$ cat src/rtl/cva6_tlb_sv32.sv
// Four-entry fully associative Sv32 TLB: combinational lookup, single-cycle fill,
// selective/global flush and tree-PLRU replacement.
module cva6_tlb_sv32 #(
    parameter int unsigned TLB_ENTRIES = 4,
    parameter int unsigned ASID_WIDTH  = 1
) (
    input  logic                      clk_i,
    input  logic                      rst_ni,
    input  logic                      flush_i,
    input  logic [62:0]               update_i,
    input  logic                      lu_access_i,
    input  logic [ASID_WIDTH-1:0]     lu_asid_i,
    input  logic [31:0]               lu_vaddr_i,
    output logic [31:0]               lu_content_o,
    input  logic [ASID_WIDTH-1:0]     asid_to_be_flushed_i,
    input  logic [31:0]               vaddr_to_be_flushed_i,
    output logic                      lu_is_4M_o,
    output logic                      lu_hit_o,
    output logic [TLB_ENTRIES*32-1:0] port_content_q_o,
    output logic [TLB_ENTRIES*31-1:0] port_tags_q_o
);
    localparam int unsigned IDX_W = $clog2(TLB_ENTRIES);

    logic [30:0] tags_q    [TLB_ENTRIES];
    logic [30:0] tags_d    [TLB_ENTRIES];
    logic [31:0] content_q [TLB_ENTRIES];
    logic [31:0] content_d [TLB_ENTRIES];
    logic [2:0]  plru_q, plru_d;

    logic [8:0]             lu_asid_ext, fl_asid_ext;
    logic [TLB_ENTRIES-1:0] lu_match, fl_sel;
    logic [IDX_W-1:0]       hit_idx, upd_idx;
    logic                   has_invalid;
    logic                   lu_unused;

    assign lu_unused = ^lu_vaddr_i[11:0];

    // Path bits point away from the touched leaf: b0 selects the half, b1/b2 the leaf.
    function automatic logic [2:0] plru_touch(input logic [2:0] p, input logic [IDX_W-1:0] idx);
        logic [2:0] r;
        r    = p;
        r[0] = ~idx[1];
        if (idx[1]) r[2] = ~idx[0];
        else        r[1] = ~idx[0];
        return r;
    endfunction

    always_comb begin
        lu_asid_ext                 = '0;
        lu_asid_ext[ASID_WIDTH-1:0] = lu_asid_i;
        fl_asid_ext                 = '0;
        fl_asid_ext[ASID_WIDTH-1:0] = asid_to_be_flushed_i;
    end

    always_comb begin
        lu_match     = '0;
        hit_idx      = '0;
        lu_hit_o     = 1'b0;
        lu_content_o = '0;
        lu_is_4M_o   = 1'b0;
        for (int i = TLB_ENTRIES - 1; i >= 0; i--) begin
            lu_match[i] = tags_q[i][0]
                       && (tags_q[i][21:12] == lu_vaddr_i[31:22])
                       && (tags_q[i][1] || (tags_q[i][11:2] == lu_vaddr_i[21:12]))
                       && ((tags_q[i][30:22] == lu_asid_ext) || content_q[i][5]);
            if (lu_match[i]) begin
                hit_idx      = IDX_W'(i);
                lu_hit_o     = 1'b1;
                lu_content_o = content_q[i];
                lu_is_4M_o   = tags_q[i][1];
            end
        end
    end

    always_comb begin
        fl_sel = '0;
        for (int i = 0; i < TLB_ENTRIES; i++) begin
            logic vmatch, amatch;
            vmatch = (tags_q[i][21:12] == vaddr_to_be_flushed_i[31:22])
                  && (tags_q[i][1] || (tags_q[i][11:2] == vaddr_to_be_flushed_i[21:12]));
            amatch = (tags_q[i][30:22] == fl_asid_ext) && !content_q[i][5];
            if (fl_asid_ext == 9'd0 && vaddr_to_be_flushed_i == 32'd0) fl_sel[i] = 1'b1;
            else if (fl_asid_ext == 9'd0)                                 fl_sel[i] = vmatch;
            else if (vaddr_to_be_flushed_i == 32'd0)                      fl_sel[i] = amatch;
            else                                                          fl_sel[i] = amatch && vmatch;
        end
    end

    // Fill target: lowest invalid slot, falling back to the PLRU victim when full.
    always_comb begin
        has_invalid = 1'b0;
        upd_idx     = plru_q[0] ? {1'b1, plru_q[2]} : {1'b0, plru_q[1]};
        for (int i = TLB_ENTRIES - 1; i >= 0; i--) begin
            if (!tags_q[i][0]) begin
                has_invalid = 1'b1;
                upd_idx     = IDX_W'(i);
            end
        end
    end

    always_comb begin
        tags_d    = tags_q;
        content_d = content_q;
        plru_d    = plru_q;
        if (lu_access_i && lu_hit_o) plru_d = plru_touch(plru_d, hit_idx);
        if (flush_i) begin
            for (int i = 0; i < TLB_ENTRIES; i++) begin
                if (fl_sel[i]) tags_d[i][0] = 1'b0;
            end
        end else if (update_i[62]) begin
            tags_d[upd_idx]    = {update_i[40:32], update_i[60:51], update_i[50:41], update_i[61], 1'b1};
            content_d[upd_idx] = update_i[31:0];
            plru_d             = plru_touch(plru_d, upd_idx);
        end
    end

    always_ff @(posedge clk_i or negedge rst_ni) begin
        if (!rst_ni) begin
            for (int i = 0; i < TLB_ENTRIES; i++) begin
                tags_q[i]    <= '0;
                content_q[i] <= '0;
            end
            plru_q <= '0;
        end else begin
            tags_q    <= tags_d;
            content_q <= content_d;
            plru_q    <= plru_d;
        end
    end

    always_comb begin
        for (int i = 0; i < TLB_ENTRIES; i++) begin
            port_tags_q_o[i*31 +: 31]    = tags_q[i];
            port_content_q_o[i*32 +: 32] = content_q[i];
        end
    end

endmodule

$ cat config.mk
export PLATFORM = sky130hd
export DESIGN_NAME = cva6_tlb_sv32
export DESIGN_NICKNAME = d
export VERILOG_FILES = /design/src/rtl/cva6_tlb_sv32.sv
export SDC_FILE = /design/constraint.sdc
export NUM_CORES = 1
export LEC_CHECK = 0
export ABC_AREA = 0
export CAP_MARGIN = 10
export CORE_UTILIZATION = 30
export CTS_CLUSTER_SIZE = 20
export DETAILED_ROUTE_END_ITERATION = 7
export GPL_TIMING_DRIVEN = 0
export PLACE_DENSITY = 0.63
export RECOVER_POWER = 25
export SYNTH_ARGS = -nofsm -noshare
export SYNTH_HDL_FRONTEND = slang
export SYNTH_SLANG_ARGS = --single-unit
$ cat constraint.sdc
create_clock -name clk_i -period 4.5 [get_ports clk_i]
set_input_delay 1.125 -clock clk_i [delete_from_list [all_inputs] [get_ports clk_i]]
set_output_delay 1.125 -clock clk_i [all_outputs]
set_load 0.02 [all_outputs]
==> metrics.cfg <==
[worst_setup_path]
criticalPathCategory=in -> out
crit_chain=buf_4 > xnor2_2 > nand4_1 > or4_4 > buf_8 > or2_4 > buf_12 > buf_12 > a31oi_1 > mux2_4 > buf_4
crit_path_top_delay_cell=sky130_fd_sc_hd__or4_4
crit_family=simple AND/OR/NAND/NOR gates
setup.worst_path.start_class=input pin
cpPeakStageDelay_ns=0.55
crit_path_max_fanout=10
arrival_ns=3.34
endpoint_required_time_on_the_critical_path_ns=3.38
crit_path_end_kind=output port
critical_path_buf_inv_count=5

[timing]
rsz0062_at_grt=true
hold_viol=0
finClkSkew_ns=0.0117
max_freq_ghz=0.224
worst-slew-pin-transition_ns=2.90
setup_viol=0
maxSlewHeadroom_pct=-93.4
post-route-period-util_pct=99.3
fin_ws_ns=0.0314
min_period_ns=4.47
timing_max_transition_violations_final=48

[final_layout]
nFillCells=4019
design.final.nets=1633
area.growth.synth_to_final_pct=53.1
final-seq-area_sq_um=6380
multiInputGateArea_sq_um=7330
drive_gt1_share_pct=37.1
post_layout_nonfiller_instances=2112

[power]
peakVddDrop_uv=508
share_clk_of_total_power_pct=17.3
power.net_switching_uw=6260
static-leakage-power_uw=0.00793
power_switching_share_pct=41.2
comb_power_share_pct=50.3
power_density_nw_per_um2=752
internal_power_uw=8910
seq_power_share_pct=32.4

[placement]
pre_cts_ws_ns=-1.73
place.port_buffers=375
placed_cells=2033
gpl.final_weighted_congestion=0.876
hpwl_um=37600

[cts]
numCtsBuffers=30
clk-insertion-delay-late_ns=0.57
cts_hold_buf=0
htreeDepth=1
clock_transition_at_the_registers_of_the_reported_paths_ns=0.06
clock-sinks=255
clk_path_buf_depth=3
cts_root_buffer=sky130_fd_sc_hd__clkbuf_16
tritoncts=built

[run_status]
outcome=complete, but fails checks
violations=max-capacitance violations, max-slew violations

[drt]
met2WireLength_um=25300
wl_met1_um=22700
highest-signal-layer=met4
route.detailed.wl_per_inst_um=24.8
drt-initial-drc-count=498
post_drt_via_cell_ratio=5.13
detail_route.drc_violations=0
met3RoutedLength_um=3080
route.vias.total=10800
finalWirelength_um=52500
final_antenna_net_count=0
drt_pre_antenna_iters=5

[synthesis]
ys_seq_area_share_pct=48.5
synth.top_cell.area_share_pct=48.5
synth.largest_area_cell=sky130_fd_sc_hd__dfrtp_1
synth_most_common_cell=sky130_fd_sc_hd__mux2_2
ys_async_sr_fraction_pct=100
syn-mean-instance-area_sq_um=12.3
synth_fp_nets=1203
synth_commonest_cells=sky130_fd_sc_hd__mux2_2 (280), sky130_fd_sc_hd__dfrtp_1 (255), sky130_fd_sc_hd__xnor2_1 (85)
synthFlopType=sky130_fd_sc_hd__dfrtp_1
synthesis.area_sq_um=13200
postSynthRegisterBits=255
synth_edf_count=0
yosys-top-cells-area=sky130_fd_sc_hd__dfrtp_1 (48%), sky130_fd_sc_hd__mux2_2 (24%), sky130_fd_sc_hd__xnor2_1 (5.7%)
synth_cell_type_count=41
syn_inst_count=1070
yosys_warnings=0

[floorplanning]
die_width_um=212
design.portCount=419
total_die_area_sq_um=44700
die_h_um=212
core_box_area_sq_um=43200
initial_utilization_pct=30.5
rows=76

[global_route]
track_usage_pct=22.9
grt_pass1_vias=11300
global_route_wire_length_before_repair_um=75700
grt_overflow=0
initial_antenna_violation_count=1
maximum_number_of_pins_on_one_net_before_global_route_repair=114

[min_path]
min-delay-path-class=reg -> reg

[job]
max_cap_violations=1

cells in the final DEF, fill, tap and decap left out, types with 9 or more instances in the layout:
cell                              synthesis  final
sky130_fd_sc_hd__a31oi_4                  0     12
sky130_fd_sc_hd__buf_4                    0     51
sky130_fd_sc_hd__clkbuf_16                0     32
sky130_fd_sc_hd__xor2_1                  78     78
sky130_fd_sc_hd__nand4_1                 20     20
sky130_fd_sc_hd__o2111ai_4                0      9
sky130_fd_sc_hd__buf_2                   24     23
sky130_fd_sc_hd__o2111ai_2                0      9
sky130_fd_sc_hd__clkbuf_1                54     34
sky130_fd_sc_hd__clkbuf_4                 0     10
sky130_fd_sc_hd__nand2_1                 17     17
sky130_fd_sc_hd__o21ai_0                  9      9
sky130_fd_sc_hd__a31oi_2                  0     15
sky130_fd_sc_hd__buf_12                   0     11
sky130_fd_sc_hd__nor3_1                  33     16
sky130_fd_sc_hd__mux2_2                 280    269
sky130_fd_sc_hd__nand3_1                 38     36
sky130_fd_sc_hd__xnor2_1                 85     68
sky130_fd_sc_hd__clkdlybuf4s50_1          0    330
sky130_fd_sc_hd__nor3_2                   0     13
sky130_fd_sc_hd__clkbuf_8                 0     12
sky130_fd_sc_hd__a31oi_1                 38     11
sky130_fd_sc_hd__buf_6                   13     12
sky130_fd_sc_hd__nor4_1                  39     28
sky130_fd_sc_hd__xnor2_2                  1     15
sky130_fd_sc_hd__o2111ai_1               32     14
sky130_fd_sc_hd__mux2_4                   0     11
sky130_fd_sc_hd__dfrtp_1                255    255
final cells by class:
type                       count  area share [%]
clock inverter                18            1.08
timing repair buffer         405            19.6
tap                          585            3.63
multi-input combinational    716            36.4
inverter                       7           0.130
antenna                        3          0.0372
clock buffer                  38            4.28
buffer                        85            3.23
sequential                   255            31.6
per-layer routing:
layer | GRT usage (%) | up-vias
met1 | 30.3 | 5585
met2 | 37.7 | 352
met5 | 0 | -
li1 | - | 4819
met4 | 6.42 | 0
met3 | 4.64 | 80
state kept, by name (all words and copies together) (netlist names):
name              cells
port_content_q_o    128
plru_q                3
port_tags_q_o       124
power groups by stage:
stage                     clock [uW]  combinational (uW)  sequential [uW]
after global placement             0                7060             4740
after floorplan                    0                2360             5840
after global routing            2780                7990             5070
final                           2630                7630             4920
after detailed placement           0                7110             4790
after CTS                       2700                7520             4810
path summary, 6_finish.rpt:
kind                              startpoint  depth (start not counted)                   end  slack [ns]
max                           lu_vaddr_i[23]                         11       lu_content_o[4]        0.03
min                                plru_q[2]                          2             plru_q[2]        0.53
max reg2reg                port_tags_q_o[93]                          6  port_content_q_o[17]        1.61
min reg2reg                        plru_q[2]                          2             plru_q[2]        0.53
max in group asynchronous             rst_ni                          1     port_tags_q_o[27]        1.36
min in group asynchronous             rst_ni                          1     port_tags_q_o[21]        1.50
kinds of logic (layout without fill, tap and decap cells):
group,count (synthesis),after routing,synth area share [%]
xor+xnor,164,164,11.0
simple gates,170,170,7.16
flops,255,255,48.5
compound gates,102,102,5.69
mux,280,280,23.9
other cells,0,3,0
buf+inv,99,553,3.79
tightest hold or removal path, stage by stage, from the launching register on:
cell	delay [ns]
sky130_fd_sc_hd__dfrtp_1	0.35
sky130_fd_sc_hd__o311ai_1	0.09
sky130_fd_sc_hd__nand2_1	0.06
stage by stage:
step | power [uW] | util, % | area [sq um] | setup TNS (ns) | hold WS, ns
after CTS | 15000 | 44.7 | 19300 | -0.152 | 0.454
final | 15200 | 46.7 | 20200 | 0 | 0.529
after floorplan | 8200 | - | 13200 | 0 | 0.478
after detailed placement | 11900 | 41.1 | 17700 | -55.20 | 0.512
after global routing | 15800 | 46.7 | 20200 | -0.181 | 0.548
after global placement | 11800 | 40.9 | 17700 | -2348.71 | 0.505
what timing repair did:
action | 4_1_cts | 5_1_grt
buffers inserted | 21 | 4
gates cloned | 1 | 1
pin swaps | 20 | 30
resized for setup | 255 | 181
setup endpoints to repair | 34 | 34
Note: power is estimated with default switching activity, not from simulation.
